<file path="config.mk">
export PLATFORM = sky130hd
export DESIGN_NAME = two_phase_channel_arbiter_flat
export DESIGN_NICKNAME = d
export VERILOG_FILES = /design/src/rtl/two_phase_pkg.sv /design/src/rtl/two_phase_channel_arbiter_if.sv /design/src/rtl/two_phase_sync.sv /design/src/rtl/two_phase_channel_arbiter.sv /design/src/flat_wrapper.sv
export SDC_FILE = /design/constraint.sdc
export NUM_CORES = 1
export LEC_CHECK = 0
export CORE_ASPECT_RATIO = 0.7
export CORE_MARGIN = 10
export CORE_UTILIZATION = 35
export DETAILED_ROUTE_END_ITERATION = 6
export PLACE_DENSITY = 0.67
export REMOVE_ABC_BUFFERS = 1
export SLEW_MARGIN = 20
export SYNTH_ARGS = -nofsm -noshare
export SYNTH_HDL_FRONTEND = slang
export SYNTH_HIERARCHICAL = 1
export SYNTH_SLANG_ARGS = --single-unit
</file>
<file path="constraint.sdc">
create_clock -name clk -period 1.85 [get_ports clk]
set_clock_uncertainty 0.2 [all_clocks]
set_input_delay 0.185 -clock clk [delete_from_list [all_inputs] [get_ports clk]]
set_output_delay 0.185 -clock clk [all_outputs]
set_load 0.005 [all_outputs]
</file>
<file path="src/rtl/two_phase_pkg.sv">
// Shared types and helpers for the two-phase channel arbiter.
package two_phase_pkg;

  // Arbiter FSM encoding
  typedef enum logic [1:0] {
    IDLE     = 2'd0,
    WAIT_ACK = 2'd1,
    DONE     = 2'd2
  } state_e;

  localparam int unsigned DEF_SYNC_STAGES = 2;

  // Ceiling log2 for elaboration-time widths; clog2(1) == 0
  function automatic int unsigned clog2(input int unsigned v);
    int unsigned r;
    r = 0;
    for (int i = 0; i < 32; i++) begin
      if ((33'd1 << i) < 33'(v)) r = i + 1;
    end
    return r;
  endfunction

endpackage

</file>
<file path="src/rtl/two_phase_channel_arbiter_if.sv">
// Requester-side and channel-side signals of the two-phase arbiter.
interface two_phase_channel_arbiter_if
  import two_phase_pkg::*;
#(
  parameter int unsigned NUM_REQ = 2,
  parameter int unsigned DATA_W  = 8
);
  localparam int unsigned ID_W = clog2(NUM_REQ);

  logic [NUM_REQ-1:0]        req;
  logic [NUM_REQ*DATA_W-1:0] data_in;
  logic [NUM_REQ-1:0]        ack;
  logic                      out_req;
  logic                      out_ack;
  logic [DATA_W-1:0]         data_out;
  logic [ID_W-1:0]           grant_id;
  logic                      busy;
  logic                      timeout_err;

  // Environment side: requesters plus the downstream channel
  modport master (
    output req, data_in, out_ack,
    input  ack, out_req, data_out, grant_id, busy, timeout_err
  );

  // Arbiter side
  modport slave (
    input  req, data_in, out_ack,
    output ack, out_req, data_out, grant_id, busy, timeout_err
  );
endinterface

</file>
<file path="src/rtl/two_phase_sync.sv">
// Single-bit multi-flop synchroniser for an asynchronous two-phase wire.
module two_phase_sync
  import two_phase_pkg::*;
#(
  parameter int unsigned SYNC_STAGES = DEF_SYNC_STAGES
) (
  input  logic clk,
  input  logic rst,
  input  logic d,
  output logic q
);
  logic [SYNC_STAGES-1:0] sync_q;
  logic [SYNC_STAGES-1:0] sync_d;

  // Shift the raw input one stage per clock
  always_comb begin
    sync_d = {sync_q[SYNC_STAGES-2:0], d};
  end

  // Synchroniser flops
  always_ff @(posedge clk or posedge rst) begin
    if (rst) sync_q <= '0;
    else     sync_q <= sync_d;
  end

  assign q = sync_q[SYNC_STAGES-1];
endmodule

</file>
<file path="src/rtl/two_phase_channel_arbiter.sv">
// Round-robin arbiter merging NUM_REQ two-phase requesters onto one
// two-phase downstream channel, with a sticky stall watchdog.
module two_phase_channel_arbiter
  import two_phase_pkg::*;
#(
  parameter int unsigned NUM_REQ     = 2,
  parameter int unsigned DATA_W      = 8,
  parameter int unsigned SYNC_STAGES = DEF_SYNC_STAGES,
  parameter int unsigned TIMEOUT     = 16
) (
  input  logic                         clk,
  input  logic                         rst,
  two_phase_channel_arbiter_if.slave   bus
);
  localparam int unsigned ID_W  = clog2(NUM_REQ);
  localparam int unsigned CNT_W = (TIMEOUT == 0) ? 1 : clog2(TIMEOUT + 1);
  // With the watchdog disabled the counter just saturates at 1
  localparam logic [CNT_W-1:0] CNT_SAT = CNT_W'((TIMEOUT == 0) ? 1 : TIMEOUT);
  localparam bit WD_EN = (TIMEOUT != 0);

  logic [NUM_REQ-1:0] req_s;
  logic               out_ack_s;

  state_e             state_q, state_d;
  logic [NUM_REQ-1:0] ack_q, ack_d;
  logic               out_req_q, out_req_d;
  logic [DATA_W-1:0]  data_out_q, data_out_d;
  logic [ID_W-1:0]    grant_id_q, grant_id_d;
  logic [ID_W-1:0]    last_grant_q, last_grant_d;
  logic [CNT_W-1:0]   cnt_q, cnt_d;
  logic               busy_q, busy_d;
  logic               timeout_err_q, timeout_err_d;

  logic [NUM_REQ-1:0] pending;
  logic [ID_W:0]      pick;
  logic               pick_valid;
  logic [ID_W-1:0]    pick_idx;
  logic [DATA_W-1:0]  words [NUM_REQ];

  // One synchroniser per request wire and one for the channel ack
  for (genvar i = 0; i < NUM_REQ; i++) begin : g_req_sync
    two_phase_sync #(.SYNC_STAGES(SYNC_STAGES)) u_req_sync (
      .clk (clk),
      .rst (rst),
      .d   (bus.req[i]),
      .q   (req_s[i])
    );
  end

  two_phase_sync #(.SYNC_STAGES(SYNC_STAGES)) u_ack_sync (
    .clk (clk),
    .rst (rst),
    .d   (bus.out_ack),
    .q   (out_ack_s)
  );

  // Split the flat data bus into per-requester words
  for (genvar i = 0; i < NUM_REQ; i++) begin : g_words
    assign words[i] = bus.data_in[i*DATA_W +: DATA_W];
  end

  // First pending index after last, wrapping; MSB of result is 'found'
  function automatic logic [ID_W:0] rr_pick(input logic [NUM_REQ-1:0] pend,
                                            input logic [ID_W-1:0]    last);
    logic [ID_W:0] res;
    int unsigned   idx;
    res = '0;
    // Walk from farthest to nearest so the nearest hit is kept
    for (int k = NUM_REQ; k > 0; k--) begin
      idx = (32'(last) + 32'(k)) % NUM_REQ;
      if (pend[ID_W'(idx)]) res = {1'b1, ID_W'(idx)};
    end
    return res;
  endfunction

  // Pending requests and the round-robin winner
  always_comb begin
    pending    = req_s ^ ack_q;
    pick       = rr_pick(pending, last_grant_q);
    pick_valid = pick[ID_W];
    pick_idx   = pick[ID_W-1:0];
  end

  // Next-state and next-output logic
  always_comb begin
    state_d       = state_q;
    ack_d         = ack_q;
    out_req_d     = out_req_q;
    data_out_d    = data_out_q;
    grant_id_d    = grant_id_q;
    last_grant_d  = last_grant_q;
    cnt_d         = cnt_q;
    timeout_err_d = timeout_err_q;

    unique case (state_q)
      IDLE: begin
        if (pick_valid) begin
          out_req_d  = ~out_req_q;
          grant_id_d = pick_idx;
          data_out_d = words[pick_idx];
          cnt_d      = '0;
          state_d    = WAIT_ACK;
        end
      end
      WAIT_ACK: begin
        if (out_ack_s == out_req_q) begin
          state_d = DONE;
        end else begin
          // Keep waiting forever; only raise the sticky flag
          if (cnt_q != CNT_SAT) cnt_d = cnt_q + CNT_W'(1);
          if (WD_EN && (cnt_d == CNT_SAT)) timeout_err_d = 1'b1;
        end
      end
      DONE: begin
        ack_d[grant_id_q] = ~ack_q[grant_id_q];
        last_grant_d      = grant_id_q;
        state_d           = IDLE;
      end
      default: begin
        state_d = IDLE;
      end
    endcase

    busy_d = (state_d != IDLE);
  end

  // State and output registers
  always_ff @(posedge clk or posedge rst) begin
    if (rst) begin
      state_q       <= IDLE;
      ack_q         <= '0;
      out_req_q     <= 1'b0;
      data_out_q    <= '0;
      grant_id_q    <= '0;
      last_grant_q  <= ID_W'(NUM_REQ - 1);
      cnt_q         <= '0;
      busy_q        <= 1'b0;
      timeout_err_q <= 1'b0;
    end else begin
      state_q       <= state_d;
      ack_q         <= ack_d;
      out_req_q     <= out_req_d;
      data_out_q    <= data_out_d;
      grant_id_q    <= grant_id_d;
      last_grant_q  <= last_grant_d;
      cnt_q         <= cnt_d;
      busy_q        <= busy_d;
      timeout_err_q <= timeout_err_d;
    end
  end

  assign bus.ack         = ack_q;
  assign bus.out_req     = out_req_q;
  assign bus.data_out    = data_out_q;
  assign bus.grant_id    = grant_id_q;
  assign bus.busy        = busy_q;
  assign bus.timeout_err = timeout_err_q;

endmodule

</file>
<file path="src/flat_wrapper.sv">
// flat-port wrapper written by rule: the top's interface ports become plain ports
module two_phase_channel_arbiter_flat import two_phase_pkg::*;
#(
  parameter int unsigned NUM_REQ     = 2,
  parameter int unsigned DATA_W      = 8,
  parameter int unsigned SYNC_STAGES = DEF_SYNC_STAGES,
  parameter int unsigned TIMEOUT     = 16
)
  (clk, rst, bus_req, bus_data_in, bus_out_ack, bus_ack, bus_out_req, bus_data_out, bus_grant_id, bus_busy, bus_timeout_err);
  two_phase_channel_arbiter_if #(.NUM_REQ(NUM_REQ), .DATA_W(DATA_W)) bus_i ();
  input  logic clk;
  input  logic rst;
  input wire logic [$bits(bus_i.req)-1:0] bus_req;
  input wire logic [$bits(bus_i.data_in)-1:0] bus_data_in;
  input wire logic [$bits(bus_i.out_ack)-1:0] bus_out_ack;
  output wire logic [$bits(bus_i.ack)-1:0] bus_ack;
  output wire logic [$bits(bus_i.out_req)-1:0] bus_out_req;
  output wire logic [$bits(bus_i.data_out)-1:0] bus_data_out;
  output wire logic [$bits(bus_i.grant_id)-1:0] bus_grant_id;
  output wire logic [$bits(bus_i.busy)-1:0] bus_busy;
  output wire logic [$bits(bus_i.timeout_err)-1:0] bus_timeout_err;
  assign bus_i.req = bus_req;
  assign bus_i.data_in = bus_data_in;
  assign bus_i.out_ack = bus_out_ack;
  assign bus_ack = bus_i.ack;
  assign bus_out_req = bus_i.out_req;
  assign bus_data_out = bus_i.data_out;
  assign bus_grant_id = bus_i.grant_id;
  assign bus_busy = bus_i.busy;
  assign bus_timeout_err = bus_i.timeout_err;
  two_phase_channel_arbiter #(.NUM_REQ(NUM_REQ), .DATA_W(DATA_W), .SYNC_STAGES(SYNC_STAGES), .TIMEOUT(TIMEOUT)) u_core (.clk(clk), .rst(rst), .bus(bus_i));
endmodule
</file>
### Yosys cells after proc, flatten, opt, wreduce, memory -nomap -nowiden

Cells that the tools add are included.

* equality and inequality tests: 7
* magnitude comparators: 5
* multipliers: 0
* bitwise logic cells: 5
* reductions and logical operators: 7
* mux-type cells: 23
* add/subtract/negate cells: 3
* divide/modulo/power cells: 0
* shifts and indexed selects: 0

Operators by type and width (number)
* 5-bit two-way mux: 5
* 8-bit two-way mux: 3
* 5-bit one-hot mux with 2 select lines: 1
* 2-bit two-way mux: 4
* 1-bit two-way mux: 7
* 1-bit by 2-bit < comparator with 1-bit output, second input constant: 3
* 3-bit AND reduction: 2
* 5-bit by 1-bit adder with 5-bit output, second input constant: 1
* 5-bit == test, second input constant: 1
* 5-bit != test, second input constant: 1
* 2-bit one-hot mux with 2 select lines: 1
* 2-bit nonzero test: 2
* 1-bit inverter: 3
* 1-bit adder, second input constant: 2
* 2-bit bitwise mux: 1
* 2-bit by 1-bit == test with 1-bit output, second input constant: 1
* 2-bit == test, second input constant: 1
* 2-bit >= comparator, second input constant: 1
* 2-bit zero test: 1
* 2-bit by 1-bit != test with 1-bit output, second input constant: 1
* 2-bit != test, second input constant: 1
* 1-bit inverter with 2-bit output: 1
* 2-bit AND reduction: 1
* 2-bit XOR: 1
* other kinds (4): 4

* output and inout bits: 14
* bits in read-only memories: 0
* bits in registers: 28
* memories kept: 0
* logic and storage cells: 62
* input bits: 21
* bits in latches: 0
* bits in writable memories: 0

### Depth between registers and ports, before layout

Gate-level depths: netlist of the first run.

* depth in word-level cells: 9
* mapped depth: 6
* mapped depth without buffers: 6

### By module

Netlist of the first run, hierarchy kept.

Modules (own cells, without submodules)
* two_phase_channel_arbiter: times used 1, area an instance 1113.6 µm², seq. area each 551.8 µm², cells an instance 107
* two_phase_sync: times used 3, area an instance 53.8 µm², seq. area each 50.0 µm², cells an instance 3

### Least setup slack after synthesis of the first run

No wires, ideal clock.

* path type: reg2reg
* start: reg u_core.cnt_q[0]
* end: reg u_core.timeout_err_q (netlist: u_core/bus.timeout_err)
* path slack: 214 ps
* data arrival time: 1326 ps
* data required time: 1540 ps
* stages on the path, launching flop included: 5
* path through: dfrtp_1 inv_1 ha_1 a211o_1 o41ai_1

* cells in the longest elaborated chain, start to end: 6
* elaborated cells on any way between the ends: 7
* those cells by class: add/sub (1); eq/ne (2); mux (3); reduce/logical (1)

Ends and longest elaborated chain
* from (decl): line two_phase_channel_arbiter.sv:30 `logic [CNT_W-1:0] cnt_q, cnt_d;`
* from (signal assigned): line two_phase_channel_arbiter.sv:146 `cnt_q <= cnt_d;`
* 5-bit by 1-bit adder with 5-bit output or 5-bit != test (tied branches): line two_phase_channel_arbiter.sv:110 `if (cnt_q != CNT_SAT) cnt_d = cnt_q + CNT_W'(1);`
* 5-bit two-way mux *: line two_phase_channel_arbiter.sv:110
* 5-bit two-way mux *: line two_phase_channel_arbiter.sv:106 `if (out_ack_s == out_req_q) begin`
* 5-bit two-way mux *: line two_phase_channel_arbiter.sv:95 `unique case (state_q)`
* 5-bit == test *: line two_phase_channel_arbiter.sv:111 `if (WD_EN && (cnt_d == CNT_SAT)) timeout_err_d = 1'b1;`
* 3-bit AND reduction (no source line) *
* to (signal assigned): line two_phase_channel_arbiter.sv:148 `timeout_err_q <= timeout_err_d;`
* to (decl): line two_phase_channel_arbiter.sv:32 `logic timeout_err_q, timeout_err_d;`

Mark *: on every way between the ends. The rest lies on a longest branch, timed or not. The select of a mux whose other input is x is not followed.
A chain may end at the register's enable or synchronous reset.

### Worst setup path in the final report of the first run

* start: reg u_core.cnt_q[1]
* end: reg u_core.timeout_err_q (netlist: u_core/bus.timeout_err)

Same word-level chain as after synthesis.

==> run_results.csv, run 1 <==
group,metric,value,unit
sta,drv_slew,0,
yosys,seq_area_frac_synth,55.1,%
yosys,synthArstFlopShare,100,%
critical_path,crit_fanout,5,
sta,setup_ws,84.4,ps
cells_and_area,finalInstanceArea,0.00180,sq mm
sta,hold_violations,0,
yosys,synth-compound-area-share,11.4,%
place,place_congestion,0.784,
routing,wl_per_cell,13.8,microns
cells_and_area,final_nets,181,
floorplanning,fp.dieW,92.1,microns
yosys,netlist_instances,116,
critical_path,r2r_cells,6,
yosys,synth_top_area_share,53.0,%
yosys,ys_top_cells_by_area,"dfrtp_1 53%, mux2i_1 6.3%, nand2_1 4.1%",
routing,vias,976,
sta,fmax,566,MHz
yosys,ys_ff_latch,28,
critical_path,r2r_end,"u_core/bus.timeout_err$_DFFE_PP0P_",
cells_and_area,num_antenna_cells,0,
cells_and_area,mostFrequentLayoutCells,"34 x clkdlybuf4s50_1, 26 x dfrtp_1, 14 x nand2_1",
floorplanning,die_y,70.5,microns
clock_tree,cts_max_level,1,
grt,antenna_found_initial,0,
critical_path,crit_chain,"inv_2, ha_4, nand4bb_1, o22ai_1, a31oi_1, o41ai_1",
critical_path,r2r_start,"u_core/cnt_q[1]$_DFFE_PP0P_",
critical_path,cp.required,1810,ps
sta,fin_crit_sh,95.4,%
sta,min_period,1770,ps
cells_and_area,nFillCells,326,
sta,worstMarginPinSlew,321,ps
power_and_ir_drop,peakVddDrop,605,uV
routing,vias_per_cell,4.71,
yosys,synth_fa_ha_area_share,1.96,%
yosys,syn_avg_cell_area,11.0,sq um
floorplanning,rows,18,
cells_and_area,area_delta_synth_final,41.2,%
routing,ant_nets,0,
place,portBuffers,34,
cells_and_area,drive_gt1_share,13.4,%
sta,setup_violations,0,
clock_tree,cts_buffers,3,
grt,grt_use_total,8.99,%
critical_path,startpoint_type,"register",
job,max_cap_violations,0,
cells_and_area,final_common_cell,"clkdlybuf4s50_1",
routing,drcViolationCount,0,
routing,firstDrtPassIters,4,
yosys,synthDistinctLibCells,37,
yosys,synth_top_family_by_area,"simple AND/OR/NAND/NOR gates",
yosys,yosys_warnings,6,
clock_tree,clock-root-buffer,"clkbuf_8",
floorplanning,initial_utilization,36.3,%
power_and_ir_drop,p_leak,0.804,nW
place,placed_cell_area,0.00169,sq mm
critical_path,worst-path-buf-inv,1,
sta,slew_headroom,78.4,%
floorplanning,die_area,0.00650,sq mm
run_status,status,"finished, final reports clean",
yosys,synth-xor-area-share,4.71,%
yosys,ys.flop_type,"dfrtp_1",
clock_tree,cts_sinks,28,
clock_tree,cts_tree,"yes",
routing,drtIter0Drc,105,
place,post-place-cells,200,
yosys,synth.largest_area_cell,"dfrtp_1",
floorplanning,ioPinCount,35,
critical_path,worstPathArrival,1730,ps
grt,grt_max_degree,23,
grt,grt_pass1_wl,4.73,mm
yosys,synth_mux_area_share,7.16,%
place,dp_hpwl,2.22,mm
clock_tree,path_clk_slew,90,ps
hold_path,hold_class,"input pin to register",
cells_and_area,final_core_util,51.2,%
critical_path,rrSetupSlack,80,ps
clock_tree,clk_latency,270,ps
place,pre_cts_ws,113,ps
grt,grt_pass1_vias,970,
critical_path,critical_path.max_stage_delay,470,ps
critical_path,crit_type,"register to register",
yosys,synth-edff-count,0,
power_and_ir_drop,power_density,1610,mW/mm^2
routing,wirelength,2.86,mm
grt,overflow,0,
yosys,netlist_area,0.00127,sq mm
hold_path,whs_path_depth,1,
yosys,yosys.area_share.simple,15.3,%
cells_and_area,fin_cells,207,
critical_path,critPathSlowestCell,"dfrtp_1",
clock_tree,clk_path_buf_depth,2,
hold_path,min_from,"bus_out_ack",
critical_path,crit_family,"compound AO/OA/AOI/OAI gates",
critical_path,end_kind,"register",
hold_path,holdPathEnd,"u_core/u_ack_sync/sync_q[0]$_DFF_PP0_",
floorplanning,core,0.00351,sq mm
kinds of logic after synthesis:
family | count (synthesis)
AO/OA/AOI/OAI | 22
XOR/XNOR | 6
adder cells (fa/ha/maj) | 2
buffers and inverters | 13
flip-flops | 28
multiplexers | 9
AND/OR/NAND/NOR | 36
flip-flops by register name (all words and copies together), names as in the netlist:
register / flops
u_core/bus.data_out: 8
u_core/cnt_q: 5
u_core/g_req_sync.u_req_sync/sync_q: 4
u_core/bus.ack: 2
u_core/state_q: 2
u_core/u_ack_sync/sync_q: 2
u_core/bus.busy: 1
u_core/bus.grant_id: 1
u_core/bus.out_req: 1
u_core/bus.timeout_err: 1
u_core/last_grant_q: 1
layer usage:
metal	GRT usage, %	up-vias	share of wire (%)
li1	-	475	-
met1	10.3	459	45
met2	14.7	35	47
met3	2.77	7	5.2
met4	4.78	0	2.7
met5	0	-	0
metrics by stage:
step	hold WS [ps]	setup TNS [ps]	total power, mW
6_report	150	0	2.90
4_1_cts	146	0	2.87
3_3_place_gp	133	0	2.32
5_1_grt	140	-4.86	3.13
2_1_floorplan	-274	-1290	1.77
3_5_place_dp	136	0	2.39
how the worst max path moves through the flow:
stage	slack, ps	start	to	depth (start not counted)
final	80	u_core/cnt_q[1]$_DFFE_PP0P_	u_core/bus.timeout_err$_DFFE_PP0P_	6
after global routing	-5	u_core/cnt_q[1]$_DFFE_PP0P_	u_core/bus.timeout_err$_DFFE_PP0P_	5
after CTS	50	u_core/cnt_q[0]$_DFFE_PP0P_	u_core/bus.timeout_err$_DFFE_PP0P_	4
after detailed placement	110	u_core/cnt_q[0]$_DFFE_PP0P_	u_core/bus.timeout_err$_DFFE_PP0P_	4
after global placement	170	u_core/cnt_q[0]$_DFFE_PP0P_	u_core/bus.timeout_err$_DFFE_PP0P_	4
after floorplan	-190	u_core/bus.ack[0]$_DFFE_PP0P_	u_core/cnt_q[3]$_DFFE_PP0P_	5
report_power, final:
group | switching [mW] | internal, mW | total [mW]
registers | 0.206 | 0.849 | 1.06
clock network | 0.177 | 0.289 | 0.466
logic | 0.633 | 0.745 | 1.38
timing repair:
| item | CTS | global route |
|---|---|---|
| hold endpoints to repair | 6 | 0 |
| resized for setup | 0 | 6 |
| setup endpoints to repair | 0 | 1 |
| buffers inserted | 0 | 2 |
| hold buffers | 1 | 0 |
synthesized netlist by cell type (2+ instances only):
cell and number:
a211o_1 2, nand2_1 14, xnor2_1 2, buf_2 3
a31oi_1 2, dfrtp_1 27, inv_1 9, mux2i_1 8
nand2b_1 3, nor2b_1 2, xor2_1 3, nand3b_1 3
nand3_1 3, ha_1 2, o21ai_0 9, nor2_1 3
area by class of cell:
class                      count  area [sq um]  share of cell area [%]
tap                           50          62.6                    3.47
sequential                    28           703                    39.1
inverter                       9          33.8                    1.88
clock inverter                 1          30.0                    1.67
multi-input combinational     75           534                    29.7
clock buffer                   3          41.3                    2.29
timing repair buffer          41           395                    22.0
Power figures use the tool's default switching activity.
==> inputs of run 2 (changes only) <==
- CORE_ASPECT_RATIO: 0.7 -> 1.2
- SKIP_LAST_GASP: not set -> 1
==> run_results.csv, run 2 (synthesis results as in run 1) <==
group,metric,value,unit
hold_path,hold_class,"input pin to register",
job,max_cap_violations,0,
critical_path,crit_fanout,5,
floorplanning,ioPinCount,35,
sta,hold_violations,0,
power_and_ir_drop,peakVddDrop,764,uV
clock_tree,path_clk_slew,100,ps
cells_and_area,num_antenna_cells,0,
sta,fmax,579,MHz
critical_path,end_kind,"register",
floorplanning,die_area,0.00647,sq mm
clock_tree,cts_buffers,3,
cells_and_area,final_common_cell,"clkdlybuf4s50_1",
grt,antenna_found_initial,0,
floorplanning,fp.dieW,75.1,microns
critical_path,worst-path-buf-inv,1,
place,portBuffers,34,
sta,rsz0062_at_grt,"no",
power_and_ir_drop,p_leak,0.808,nW
sta,drv_slew,0,
clock_tree,clock-root-buffer,"clkbuf_8",
power_and_ir_drop,power_density,1600,mW/mm^2
clock_tree,cts_tree,"yes",
routing,firstDrtPassIters,4,
critical_path,crit_chain,"inv_2, ha_4, nand4bb_1, o22ai_1, a31oi_1, o41ai_1",
grt,grt_pass1_vias,1057,
cells_and_area,nFillCells,303,
cells_and_area,final_core_util,52.4,%
place,place_congestion,0.748,
clock_tree,cts_max_level,1,
floorplanning,die_y,86.1,microns
run_status,status,"finished, final reports clean",
cells_and_area,drive_gt1_share,13.9,%
cells_and_area,seqCellArea,704,sq um
routing,vias,992,
cells_and_area,area_delta_synth_final,40.6,%
critical_path,critPathSlowestCell,"dfrtp_2",
routing,wl_per_cell,14.6,microns
sta,fin_crit_sh,93.4,%
clock_tree,cts_sinks,28,
cells_and_area,mostFrequentLayoutCells,"34 x clkdlybuf4s50_1, 25 x dfrtp_1, 14 x nand2_1",
sta,worstMarginPinSlew,323,ps
routing,drtIter0Drc,26,
routing,drcViolationCount,0,
grt,grt_max_degree,19,
sta,setup_violations,0,
clock_tree,clk_latency,280,ps
critical_path,crit_type,"register to register",
routing,vias_per_cell,5.09,
floorplanning,core,0.00342,sq mm
routing,ant_nets,0,
grt,grt_pass1_wl,4.81,mm
critical_path,startpoint_type,"register",
cells_and_area,largest_reg_flops,8,
routing,wirelength,2.85,mm
critical_path,critical_path.max_stage_delay,450,ps
floorplanning,rows,23,
floorplanning,initial_utilization,37.2,%
sta,slew_headroom,78.3,%
sta,hold-worst-slack,130,ps
critical_path,crit_family,"compound AO/OA/AOI/OAI gates",
critical_path,worstPathArrival,1690,ps
cells_and_area,final_nets,182,
critical_path,cp.required,1820,ps
grt,grt_use_total,9.43,%
place,dp_hpwl,2.24,mm
cells_and_area,multi_input_area,534,sq um
grt,overflow,0,
sta,min_period,1730,ps
clock_tree,clk_path_buf_depth,2,
[run 2: cell types whose count changed in the layout (fill, tap and decap cells not counted), sizes merged]
cell  before  now
buf        6    7
[run 2: worst paths after layout]
kind,from,endpoint,slack [ps],depth (start not counted)
worst max-delay path,u_core/cnt_q[0]$_DFFE_PP0P_,u_core/bus.timeout_err$_DFFE_PP0P_,120,6
worst min-delay path,bus_req[1],u_core/g_req_sync[1].u_req_sync/sync_q[0]$_DFF_PP0_,130,1
worst min register to register,u_core/u_ack_sync/sync_q[0]$_DFF_PP0_,u_core/u_ack_sync/sync_q[1]$_DFF_PP0_,160,0
worst max register to register,u_core/cnt_q[0]$_DFFE_PP0P_,u_core/bus.timeout_err$_DFFE_PP0P_,120,6
max in group asynchronous,rst,u_core/cnt_q[0]$_DFFE_PP0P_,600,4
min in group asynchronous,rst,u_core/g_req_sync[0].u_req_sync/sync_q[0]$_DFF_PP0_,480,3
[run 2: timing repair]
action | in CTS | in global routing
buffers inserted | 0 | 3
setup endpoints to repair | 0 | 2
gates resized for setup | 0 | 6
hold buffers | 1 | 0
hold endpoints to repair | 6 | 0
[run 2: area by class of cell]
| type | instances | area share [%] |
|---|---|---|
| Clock inverter | 1 | 1.67 |
| Tap cell | 37 | 2.58 |
| Inverter | 9 | 1.88 |
| Sequential cell | 28 | 39.3 |
| Multi-Input combinational cell | 75 | 29.8 |
| Timing Repair Buffer | 42 | 22.5 |
| Clock buffer | 3 | 2.30 |
[run 2: worst reg2reg max path, cell delays in order (launching register included)]
cell       delay (ps)
dfrtp_2           450
inv_2             100
ha_4              140
nand4bb_1         130
o22ai_1           200
a31oi_1            70
o41ai_1           340
[run 2: per-layer routing]
layer / global-route usage, % / part of all wire (%) / vias to the layer above
li1: - / - / 481
met1: 10.2 / 40 / 475
met2: 14.8 / 48 / 32
met3: 5.42 / 10 / 4
met4: 3.62 / 1.2 / 0
met5: 0 / 0 / -
[run 2: report_power, final]
part,total (mW),switching [mW],internal (mW)
logic,1.34,0.608,0.731
registers,1.05,0.202,0.851
clock network,0.482,0.192,0.290
[run 2: stage by stage]
step	area, sq um	std cells	setup slack [ps]	setup TNS (ps)	power, mW
6_report	1790	195	122	0	2.87
5_1_grt	1790	195	2.45	0	3.11
4_1_cts	1750	192	51.9	0	2.83
3_5_place_dp	1670	187	64.5	0	2.35
3_3_place_gp	1670	187	154	0	2.31
2_1_floorplan	1250	112	-186	-1290	1.77
